File: src/rtl/bfly_pkg.sv
// ============================================================================
// Module      : bfly_pkg
// Description : Shared types, mode constants and the rounding helper for the
//               streaming fixed-point butterfly.
// Revision    : 1.0 - initial release
// ============================================================================
`default_nettype none

package bfly_pkg;

    typedef enum logic [2:0] {
        S_RECV = 3'd0,
        S_MUL  = 3'd1,
        S_CMB  = 3'd2,
        S_ADD  = 3'd3,
        S_OUT  = 3'd4
    } state_t;

    localparam logic MODE_DIT = 1'b0;
    localparam logic MODE_DIF = 1'b1;

    // Wide enough for the full combined product at the largest DW (32).
    localparam int RS_W = 66;

    // Round half toward +inf, then arithmetic shift right by frac.
    function automatic logic signed [RS_W-1:0] round_shift(
        input logic signed [RS_W-1:0] value,
        input int                     frac
    );
        logic signed [RS_W-1:0] v;
        v = value;
        if (frac > 0) begin
            v = v + (66'sd1 <<< (frac - 1));
        end
        return v >>> frac;
    endfunction

endpackage

`default_nettype wire

File: src/rtl/butterfly_fx_stream_if.sv
// ============================================================================
// Module      : butterfly_fx_stream_if
// Description : Byte-intake and result handshake bundle of the butterfly.
// Revision    : 1.0 - initial release
// ============================================================================
`default_nettype none

interface butterfly_fx_stream_if #(
    parameter int DW = 16
);
    localparam int OW = DW + 2;

    logic [7:0]           i_data;
    logic                 i_enb;
    logic                 o_ready;
    logic                 i_mode;
    logic                 o_valid;
    logic                 i_ready;
    logic signed [OW-1:0] o_A_re;
    logic signed [OW-1:0] o_A_im;
    logic signed [OW-1:0] o_B_re;
    logic signed [OW-1:0] o_B_im;
    logic                 o_mode;

    modport slave (
        input  i_data, i_enb, i_mode, i_ready,
        output o_ready, o_valid, o_A_re, o_A_im, o_B_re, o_B_im, o_mode
    );

    modport master (
        output i_data, i_enb, i_mode, i_ready,
        input  o_ready, o_valid, o_A_re, o_A_im, o_B_re, o_B_im, o_mode
    );

endinterface

`default_nettype wire

File: src/rtl/cplx_mul_fx.sv
// ============================================================================
// Module      : cplx_mul_fx
// Description : Two-stage registered complex multiply a*b with Q1.FRAC
//               rounding; a is DW+1 bits wide, b is DW bits wide.
// Revision    : 1.0 - initial release
// ============================================================================
`default_nettype none

module cplx_mul_fx
    import bfly_pkg::*;
#(
    parameter int DW   = 16,
    parameter int FRAC = DW - 1
) (
    input  logic                 i_clk,
    input  logic                 i_rst_n,
    input  logic                 i_en_mul,
    input  logic                 i_en_cmb,
    input  logic signed [DW:0]   i_a_re,
    input  logic signed [DW:0]   i_a_im,
    input  logic signed [DW-1:0] i_b_re,
    input  logic signed [DW-1:0] i_b_im,
    output logic signed [DW+1:0] o_p_re,
    output logic signed [DW+1:0] o_p_im
);
    localparam int PW = 2 * DW + 1;
    localparam int SW = PW + 1;
    localparam int OW = DW + 2;

    logic signed [PW-1:0] w_a_re, w_a_im, w_b_re, w_b_im;
    logic signed [PW-1:0] r_p_rr, r_p_ii, r_p_ri, r_p_ir;
    logic signed [SW-1:0] w_t_re, w_t_im;
    logic signed [OW-1:0] r_t_re, r_t_im;

    assign w_a_re = PW'(i_a_re);
    assign w_a_im = PW'(i_a_im);
    assign w_b_re = PW'(i_b_re);
    assign w_b_im = PW'(i_b_im);

    assign w_t_re = SW'(r_p_rr) - SW'(r_p_ii);
    assign w_t_im = SW'(r_p_ri) + SW'(r_p_ir);

    always_ff @(posedge i_clk or negedge i_rst_n) begin
        if (!i_rst_n) begin
            r_p_rr <= '0;
            r_p_ii <= '0;
            r_p_ri <= '0;
            r_p_ir <= '0;
            r_t_re <= '0;
            r_t_im <= '0;
        end else begin
            if (i_en_mul) begin
                r_p_rr <= w_a_re * w_b_re;
                r_p_ii <= w_a_im * w_b_im;
                r_p_ri <= w_a_re * w_b_im;
                r_p_ir <= w_a_im * w_b_re;
            end
            if (i_en_cmb) begin
                r_t_re <= OW'(round_shift(RS_W'(w_t_re), FRAC));
                r_t_im <= OW'(round_shift(RS_W'(w_t_im), FRAC));
            end
        end
    end

    assign o_p_re = r_t_re;
    assign o_p_im = r_t_im;

endmodule

`default_nettype wire

File: src/rtl/butterfly_fx_stream.sv
// ============================================================================
// Module      : butterfly_fx_stream
// Description : Byte-serial radix-2 DIT/DIF fixed-point butterfly with a
//               ready/valid result port. Optional macro BFLY_SCALE_EN halves
//               every result (round half up) before the output registers.
// Revision    : 1.0 - initial release
// ============================================================================
`default_nettype none

module butterfly_fx_stream
    import bfly_pkg::*;
#(
    parameter int DW   = 16,
    parameter int FRAC = DW - 1
) (
    input  logic                 i_clk,
    input  logic                 i_rst_n,
    butterfly_fx_stream_if.slave bus
);
    localparam int OW  = DW + 2;
    localparam int AW  = DW + 1;
    localparam int NB  = 6 * DW / 8;
    localparam int CW  = $clog2(NB);
    localparam int OPW = 6 * DW;

    state_t               r_state;
    logic [CW-1:0]        r_cnt;
    logic [OPW-1:0]       r_opnd;
    logic                 r_mode;
    logic                 r_valid;
    logic                 r_omode;
    logic signed [OW-1:0] r_a_re, r_a_im, r_b_re, r_b_im;

    logic signed [DW-1:0] w_x_re, w_x_im, w_y_re, w_y_im, w_w_re, w_w_im;
    logic signed [AW-1:0] w_m_re, w_m_im;
    logic signed [OW-1:0] w_p_re, w_p_im, w_t_re, w_t_im;
    logic signed [OW-1:0] w_a_re, w_a_im, w_b_re, w_b_im;
    logic signed [OW-1:0] w_a_re_o, w_a_im_o, w_b_re_o, w_b_im_o;
    logic                 w_en_mul, w_en_cmb, w_accept;

    // Operand words arrive first-word-first, so x sits at the top of the shifter.
    assign w_x_re = r_opnd[OPW-1      -: DW];
    assign w_x_im = r_opnd[OPW-DW-1   -: DW];
    assign w_y_re = r_opnd[OPW-2*DW-1 -: DW];
    assign w_y_im = r_opnd[OPW-3*DW-1 -: DW];
    assign w_w_re = r_opnd[OPW-4*DW-1 -: DW];
    assign w_w_im = r_opnd[DW-1:0];

    assign w_m_re = (r_mode == MODE_DIF) ? AW'(w_x_re) - AW'(w_y_re) : AW'(w_y_re);
    assign w_m_im = (r_mode == MODE_DIF) ? AW'(w_x_im) - AW'(w_y_im) : AW'(w_y_im);

    assign w_en_mul = (r_state == S_MUL);
    assign w_en_cmb = (r_state == S_CMB);
    assign w_accept = bus.i_enb && (r_state == S_RECV);

    cplx_mul_fx #(
        .DW   (DW),
        .FRAC (FRAC)
    ) u_mul (
        .i_clk    (i_clk),
        .i_rst_n  (i_rst_n),
        .i_en_mul (w_en_mul),
        .i_en_cmb (w_en_cmb),
        .i_a_re   (w_m_re),
        .i_a_im   (w_m_im),
        .i_b_re   (w_w_re),
        .i_b_im   (w_w_im),
        .o_p_re   (w_p_re),
        .o_p_im   (w_p_im)
    );

    // The DIT twiddle product keeps only DW+1 bits before the add/sub.
    assign w_t_re = OW'($signed(w_p_re[DW:0]));
    assign w_t_im = OW'($signed(w_p_im[DW:0]));

    always_comb begin
        w_a_re = OW'(w_x_re) + w_t_re;
        w_a_im = OW'(w_x_im) + w_t_im;
        w_b_re = OW'(w_x_re) - w_t_re;
        w_b_im = OW'(w_x_im) - w_t_im;
        if (r_mode == MODE_DIF) begin
            w_a_re = OW'(w_x_re) + OW'(w_y_re);
            w_a_im = OW'(w_x_im) + OW'(w_y_im);
            w_b_re = w_p_re;
            w_b_im = w_p_im;
        end
    end

`ifdef BFLY_SCALE_EN
    function automatic logic signed [OW-1:0] half_up(input logic signed [OW-1:0] v);
        logic signed [OW:0] s;
        s = (OW+1)'(v) + (OW+1)'(1);
        return OW'(s >>> 1);
    endfunction

    assign w_a_re_o = half_up(w_a_re);
    assign w_a_im_o = half_up(w_a_im);
    assign w_b_re_o = half_up(w_b_re);
    assign w_b_im_o = half_up(w_b_im);
`else
    assign w_a_re_o = w_a_re;
    assign w_a_im_o = w_a_im;
    assign w_b_re_o = w_b_re;
    assign w_b_im_o = w_b_im;
`endif

    always_ff @(posedge i_clk or negedge i_rst_n) begin
        if (!i_rst_n) begin
            r_state <= S_RECV;
            r_cnt   <= '0;
            r_opnd  <= '0;
            r_mode  <= MODE_DIT;
            r_valid <= 1'b0;
            r_omode <= 1'b0;
            r_a_re  <= '0;
            r_a_im  <= '0;
            r_b_re  <= '0;
            r_b_im  <= '0;
        end else begin
            case (r_state)
                S_RECV: begin
                    if (w_accept) begin
                        r_opnd <= {r_opnd[OPW-9:0], bus.i_data};
                        if (r_cnt == '0) begin
                            r_mode <= bus.i_mode;
                        end
                        if (r_cnt == CW'(NB - 1)) begin
                            r_cnt   <= '0;
                            r_state <= S_MUL;
                        end else begin
                            r_cnt <= r_cnt + CW'(1);
                        end
                    end
                end
                S_MUL: r_state <= S_CMB;
                S_CMB: r_state <= S_ADD;
                S_ADD: begin
                    r_a_re  <= w_a_re_o;
                    r_a_im  <= w_a_im_o;
                    r_b_re  <= w_b_re_o;
                    r_b_im  <= w_b_im_o;
                    r_omode <= r_mode;
                    r_valid <= 1'b1;
                    r_state <= S_OUT;
                end
                S_OUT: begin
                    if (bus.i_ready) begin
                        r_valid <= 1'b0;
                        r_state <= S_RECV;
                    end
                end
                default: r_state <= S_RECV;
            endcase
        end
    end

    assign bus.o_ready = (r_state == S_RECV);
    assign bus.o_valid = r_valid;
    assign bus.o_mode  = r_omode;
    assign bus.o_A_re  = r_a_re;
    assign bus.o_A_im  = r_a_im;
    assign bus.o_B_re  = r_b_re;
    assign bus.o_B_im  = r_b_im;

endmodule

`default_nettype wire

File: src/flat_wrapper.sv
// flat-port wrapper written by rule: the top's interface ports become plain ports
module butterfly_fx_stream_flat import bfly_pkg::*;
#(
    parameter int DW   = 16,
    parameter int FRAC = DW - 1
)
  (i_clk, i_rst_n, bus_i_data, bus_i_enb, bus_i_mode, bus_i_ready, bus_o_ready, bus_o_valid, bus_o_A_re, bus_o_A_im, bus_o_B_re, bus_o_B_im, bus_o_mode);
  butterfly_fx_stream_if #(.DW(DW)) bus_i ();
  input  logic i_clk;
  input  logic i_rst_n;
  input wire logic [$bits(bus_i.i_data)-1:0] bus_i_data;
  input wire logic [$bits(bus_i.i_enb)-1:0] bus_i_enb;
  input wire logic [$bits(bus_i.i_mode)-1:0] bus_i_mode;
  input wire logic [$bits(bus_i.i_ready)-1:0] bus_i_ready;
  output wire logic [$bits(bus_i.o_ready)-1:0] bus_o_ready;
  output wire logic [$bits(bus_i.o_valid)-1:0] bus_o_valid;
  output wire logic [$bits(bus_i.o_A_re)-1:0] bus_o_A_re;
  output wire logic [$bits(bus_i.o_A_im)-1:0] bus_o_A_im;
  output wire logic [$bits(bus_i.o_B_re)-1:0] bus_o_B_re;
  output wire logic [$bits(bus_i.o_B_im)-1:0] bus_o_B_im;
  output wire logic [$bits(bus_i.o_mode)-1:0] bus_o_mode;
  assign bus_i.i_data = bus_i_data;
  assign bus_i.i_enb = bus_i_enb;
  assign bus_i.i_mode = bus_i_mode;
  assign bus_i.i_ready = bus_i_ready;
  assign bus_o_ready = bus_i.o_ready;
  assign bus_o_valid = bus_i.o_valid;
  assign bus_o_A_re = bus_i.o_A_re;
  assign bus_o_A_im = bus_i.o_A_im;
  assign bus_o_B_re = bus_i.o_B_re;
  assign bus_o_B_im = bus_i.o_B_im;
  assign bus_o_mode = bus_i.o_mode;
  butterfly_fx_stream #(.DW(DW), .FRAC(FRAC)) u_core (.i_clk(i_clk), .i_rst_n(i_rst_n), .bus(bus_i));
endmodule
File: config.mk
export PLATFORM = sky130hd
export DESIGN_NAME = butterfly_fx_stream_flat
export DESIGN_NICKNAME = d
export VERILOG_FILES = /design/src/rtl/bfly_pkg.sv /design/src/rtl/butterfly_fx_stream_if.sv /design/src/rtl/cplx_mul_fx.sv /design/src/rtl/butterfly_fx_stream.sv /design/src/flat_wrapper.sv
export SDC_FILE = /design/constraint.sdc
export NUM_CORES = 2
export LEC_CHECK = 0
export CAP_MARGIN = 40
export CORE_UTILIZATION = 45
export DETAILED_ROUTE_END_ITERATION = 7
export PLACE_DENSITY = 0.69
export SYNTH_ARGS = -nofsm -noshare
export SYNTH_HDL_FRONTEND = slang
export SYNTH_SLANG_ARGS = --single-unit
File: constraint.sdc
create_clock -name i_clk -period 25.4 [get_ports i_clk]
set_input_delay 5.08 -clock i_clk [delete_from_list [all_inputs] [get_ports i_clk]]
set_output_delay 5.08 -clock i_clk [all_outputs]
set_load 0.005 [all_outputs]
======== After elaboration in Yosys (flattened, before gate mapping) ========
Index checks and enable logic that the tools add are counted.
Widths: inputs -> output; s select.
storage, ports and cells
  output and inout port bits .............. 75
  ROM bits ................................ 0
  word-level logic and storage cells ...... 62
  flip-flop bits (word level) ............. 346
  memories kept ........................... 0
  memory bits (writable) .................. 0
  input port bits ......................... 13
  bits in latches ......................... 0
operators by class
  multiply operators ...................... 4
  div/mod/pow operators ................... 0
  $add $sub $neg .......................... 13
  bitwise logic cells ..................... 0
  muxes and demuxes ....................... 13
  $lt $le $gt $ge ......................... 0
  equality and inequality tests ........... 8
  reductions and logical operators ........ 8
  shift operators ......................... 0
operators by type and width
  kind                    count
  $mul 17x16->33          4
  $mux 18                 4
  $add 33x16->33 const B  2
  $add 16x17->18          2
  $sub 16x17->18          2
  $add 16x16->17          2
  $mux 17                 2
  $sub 16x16->17          2
  $add 33x33->33          1
  $sub 33x33->33          1
  $pmux 3 s5              1
  $mux 3                  3
  $eq 3x2->1 const B      2
  $reduce_and 3->1        2
  $add 4x1->4 const B     1
  $eq 4x4->1 const B      1
  $logic_not 4->1         1
  $mux 4                  1
  $ne 2x1->1 const B      2
  $reduce_and 2->1        2
  $eq 3x1->1 const B      1
  $eq 3x3->1 const B      1
  $logic_not 3->1         1
  $ne 2x2->1 const B      1
  4 further kinds         4

======== Logic depth before layout (Yosys ltp) ========
  depth in word-level cells ............... 4
  mapped depth ............................ 39
  gate-level depth less buffers ........... 38

======== Hierarchy ========
A second synthesis with hierarchy kept.
unflattened totals
  cell total of the unflattened synthesis .. 6979
  area total of the unflattened synthesis .. 63385.8 um2
by module, submodules not included
  module               seq. area each (um2)  instances  cells each  area an instance (um2)
  cplx_mul_fx          4204.0                1          5308        49949.2
  butterfly_fx_stream  4454.3                1          1671        13436.6

======== Least setup slack after synthesis ========
OpenSTA, ideal clock, no wires.
  path type ............................... register to register
  start ................................... register u_core.r_opnd[48]
  end ..................................... register u_core.u_mul.r_p_rr[31]
  data required time ...................... 25.310 ns
  path slack .............................. 16.786 ns
  buffers on the path ..................... 1
  setup time .............................. 0.090 ns
  stages on the path, launching flop included .. 36
  clock period less this slack ............ 8.614 ns
  data arrival time ....................... 8.525 ns
  cells stage by stage .................... dfrtp_1 ha_1 fa_1 nor2b_1 o21ai_0 a21boi_0 o21a_1 o21ai_1 a211oi_1 or3_1 a21oi_1 xor2_1 mux2i_1 clkbuf_1 nand2_1 fa_1 fa_1 inv_1 fa_1 inv_1 fa_1 fa_1 fa_1 inv_1 ha_1 nand2_1 a2111oi_0 a2bb2oi_1 nor2_1 o41ai_1 a31oi_1 a221o_1 a21o_1 a21oi_1 or4b_2 o2111ai_1
on the way
  cells in the longest elaborated chain, start to end .. 3
RTL lines
  item                    RTL line                    source
  start, declared         butterfly_fx_stream.sv:28   logic [OPW-1:0] r_opnd;
  start signal, assigned  butterfly_fx_stream.sv:123  r_opnd <= {r_opnd[OPW-9:0], bus.i_data};
  $sub 16x16->17          butterfly_fx_stream.sv:49   assign w_m_re = (r_mode == MODE_DIF) ? AW'(w_x_re) - AW'(w_y_re) : AW'(w_y_re);
  $mux 17 *               butterfly_fx_stream.sv:49
  $mul 17x16->33 *        cplx_mul_fx.sv:53           r_p_rr <= w_a_re * w_b_re;
  end signal, assigned    cplx_mul_fx.sv:53
  end, declared           cplx_mul_fx.sv:31           logic signed [PW-1:0] r_p_rr, r_p_ii, r_p_ri, r_p_ir;
Every way passes the cells marked *; elsewhere a longest branch is shown, timed or not.
A chain may end at the register's enable or synchronous reset.

======== Worst setup path in the final report ========
  start ................................... register u_core.r_mode
  end ..................................... register u_core.u_mul.r_p_ii[31]
on the way
  cells in the longest elaborated chain, start to end .. 2
RTL lines
  item                    RTL line                    source
  start, declared         butterfly_fx_stream.sv:29   logic r_mode;
  start signal, assigned  butterfly_fx_stream.sv:125  r_mode <= bus.i_mode;
  $mux 17                 butterfly_fx_stream.sv:50   assign w_m_im = (r_mode == MODE_DIF) ? AW'(w_x_im) - AW'(w_y_im) : AW'(w_y_im);
  $mul 17x16->33          cplx_mul_fx.sv:54           r_p_ii <= w_a_im * w_b_im;
  end signal, assigned    cplx_mul_fx.sv:54
  end, declared           cplx_mul_fx.sv:31
Every way passes these cells.

==> Flow_metrics.wiki <==
{| class="wikitable"
! Metric !! Value
|-
| Async set-reset flop share out of synthesis || 100%
|-
| Placed wire-length estimate after detailed placement || 126,000 um
|-
| Synth Register Bits || between 300 and 400
|-
| Number of post-CTS setup repair buffers || 0
|-
| Number of antenna violations at the first check in global routing || 6
|-
| CTS H-Tree Depth || 2
|-
| Actual slew at the worst max-slew pin || 0.966 ns
|-
| Number of top-level pins || 88
|-
| Initial DRC count || ~2,900
|-
| Final weighted congestion in routability-driven placement || 0.920
|-
| Shortest period the worst path allows || ~10 ns
|-
| Skew final || around 0.028 ns
|-
| Final max-slew violation count || 0
|-
| Final nets || between 8,000 and 9,000
|-
| Mapped Cells || roughly 7,000
|-
| Multi-input gate area in the final layout || approximately 48,000 um2
|-
| Max Buffers Root-to-Sink || 3
|-
| Critical Setup Path Class || reg2reg
|-
| Combined flip-flop and latch cell area || between 8000 and 9000 um2
|-
| Number of port buffers || between 80 and 90
|-
| Final-layout fill cell count || approximately 13,000
|-
| Post-Syn Nets || 8,740
|-
| Cell mode on critical path || fa_1
|-
| Achievable frequency || ~100 MHz
|-
| Critical-path top delay cell || dfrtp_4
|-
| Layout-stage area growth over the synthesis result || 7.70%
|-
| Post-CTS clock slew at the launch and capture registers of the worst setup and hold paths || approximately 0.060 ns
|-
| CTS Hold Bufs || 0
|-
| Count of unique library cells instantiated by Yosys || 73
|-
| Final setup violating endpoints || 0
|-
| Share of post-route cells with drive strength above 1 || between 4 and 5%
|-
| Outcome || finished, final reports clean
|-
| Number of sinks on the clock net || 346
|-
| Final routed wirelength across all metal layers || ~160,000 um
|-
| Setup TNS || 0 ns
|-
| Max Cap Viol || 0
|-
| Count of yosys warnings during synthesis || 0
|-
| Arrival time worst endpoint || approximately 11 ns
|-
| Post-detailed-route DRC marker count || 0
|-
| Crit path max fanout || 59
|-
| Post-Syn Area per Cell || 8.96 um2
|-
| Mapped Area || between 60,000 and 70,000 um2
|-
| Cell family with most CP delay || adder cells
|-
| Required time reported for the critical path endpoint || approximately 26 ns
|-
| Slowest cell delay on critical path || 1.00 ns
|-
| Number of gates resized after cts || 0
|-
| CP startpoint kind || flip-flop
|-
| Later-pin clock latency in the skew report || 0.65 ns
|-
| GR Util All Layers || 23.7%
|-
| Horizontal die dimension || about 380 um
|-
| Average detailed-routed wire length per instance || roughly 18 um
|-
| Post-synth EDFFs || 0
|-
| Row count || 136
|-
| Effective utilization at floorplan || between 40% and 50%
|-
| Pre-Repair DR Iteration Count || 8
|-
| Pin count of the biggest net entering global routing || 76
|-
| Via count || around 47,000
|-
| Crit end category || flip-flop
|-
| Final Hold Vio Count || 0
|-
| Fraction of the cycle the final worst path needs || 39.7%
|-
| Overflow after GRT || 0
|-
| Die height || 376 um
|-
| Number of buffers added by the clock tree synthesis step || 48
|-
| CP Buf/Inv Count || 6
|-
| Commonest cells after routing, fill and taps aside || inv_1 (1,424), fa_1 (1,112), nand2_1 (944), ha_1 (592), and2_1 (516)
|-
| Antenna Nets Post-Route || 0
|-
| Placeable core area || between 100,000 and 150,000 um2
|-
| First-pass GRT wire length || 266,000 um
|-
| Sequential area share after synthesis || 13.8%
|-
| Predominant post-synthesis flop cell || dfrtp_1
|-
| Via count of the first global-routing pass || roughly 49,000
|-
| Cell at the root of the clock tree || clkbuf_16
|-
| Worst slew margin relative to its limit || 35.0%
|-
| Overall die area || around 140,000 um2
|-
| TritonCTS clock tree || done
|-
| Commonest non-fill, non-tap cell in the layout || inv_1
|-
| Class of the tightest hold or removal check || reg2reg
|-
| RSZ-0062 raised after global routing || no
|-
| Vias/cell || ~5.3
|}
-- metal layers --
metal / wire length, um / track usage, % / up-vias
li1: - / - / 21300
met5: 11 / 0 / -
met1: 66500 / 31.2 / 23700
met3: 12000 / 3.84 / 297
met2: 75900 / 39.2 / 1459
met4: 7010 / 9.22 / 2
-- metrics by stage --
| step | util, % | hold slack, ns | setup WS (ns) | cells | area, um2 |
|---|---|---|---|---|---|
| after floorplan | - | 0.443 | 16.79 | 7023 | 62900 |
| after global placement | 47.5 | 0.456 | 15.52 | 8703 | 65600 |
| after detailed placement | 47.8 | 0.461 | 15.41 | 8720 | 66000 |
| after CTS | 49.0 | 0.476 | 15.39 | 8809 | 67800 |
| after global routing | 49.0 | 0.493 | 14.81 | 8811 | 67800 |
| final | 49.0 | 0.469 | 15.33 | 8812 | 67800 |
-- synthesized netlist by cell type (all sizes together) (10+ instances only) --
cell | number | area, um2
dfrtp | 346 | 8660
nand3 | 36 | 180
nor3 | 51 | 255
o21bai | 30 | 225
a21oi | 233 | 1170
and3 | 17 | 106
fa | 1112 | 22300
or2 | 16 | 100
mux2i | 14 | 140
a31o | 10 | 87.6
or3 | 32 | 200
nor2 | 215 | 807
a31oi | 19 | 119
buf | 29 | 110
and2 | 517 | 3230
nand2b | 35 | 219
a211oi | 28 | 210
nand4 | 10 | 62.6
inv | 1424 | 5350
nor2b | 25 | 156
o21a | 24 | 180
o21ai | 360 | 1800
xnor2 | 178 | 1560
a21o | 71 | 533
nand2 | 945 | 3550
o211ai | 18 | 135
ha | 592 | 7410
mux2 | 69 | 777
clkbuf | 313 | 1170
o31ai | 32 | 245
a221oi | 12 | 105
xor2 | 86 | 753
-- state kept, by name (all words and copies together), names as in the netlist --
signal and count:
u_core.bus.o_A_im 18, u_core.bus.o_A_re 18, u_core.bus.o_B_im 18, u_core.bus.o_B_re 18
u_core.bus.o_mode 1, u_core.bus.o_valid 1, u_core.r_cnt 4, u_core.r_mode 1
u_core.r_opnd 96, u_core.r_state 3, u_core.u_mul.o_p_im 18, u_core.u_mul.o_p_re 18
u_core.u_mul.r_p_ii 33, u_core.u_mul.r_p_ir 33, u_core.u_mul.r_p_ri 33, u_core.u_mul.r_p_rr 33
-- final timing paths --
kind	start	endpoint	slack, ns	depth (start not counted)
max reg2reg	u_core.r_mode	u_core.u_mul.r_p_ii[31]	15.33	26
max	u_core.r_mode	u_core.u_mul.r_p_ii[31]	15.33	26
min in group asynchronous	i_rst_n	u_core.u_mul.o_p_re[5]	4.37	1
min	u_core.bus.o_A_im[6]	u_core.bus.o_A_im[6]	0.47	2
max in group asynchronous	i_rst_n	u_core.u_mul.r_p_ir[10]	19.41	4
min reg2reg	u_core.bus.o_A_im[6]	u_core.bus.o_A_im[6]	0.47	2
-- logic make-up after synthesis --
| group | Yosys count | share of synthesized area, % |
|---|---|---|
| and+or+nand+nor | 1930 | 14.5 |
| buffers and inverters | 1769 | 10.6 |
| adders and majority gates | 1704 | 47.2 |
| AOI/OAI and AO/OA | 927 | 8.93 |
| DFF | 346 | 13.8 |
| xor gates and xnor gates | 264 | 3.67 |
| muxes | 83 | 1.46 |
-- tightest hold or removal path, delay by kind of cell (launching register included) --
| kind | cells | cell delay [ns] |
|---|---|---|
| simple gates | 2 | 0.10 |
| flops | 1 | 0.34 |
-- final cells by class --
cell class | instances | area share, %
clock buffers | 61 | 1.98
inverters | 1427 | 7.90
well taps | 1863 | 3.44
clock inverters | 28 | 0.604
repair buffers | 178 | 2.67
diodes | 1 | 0.00369
flip-flops and latches | 346 | 12.8
multi-input cells | 4908 | 70.6
Power is left out: the tool's default activity adds up to more than one toggle a clock period on the data nets, which glitch-free logic cannot reach.
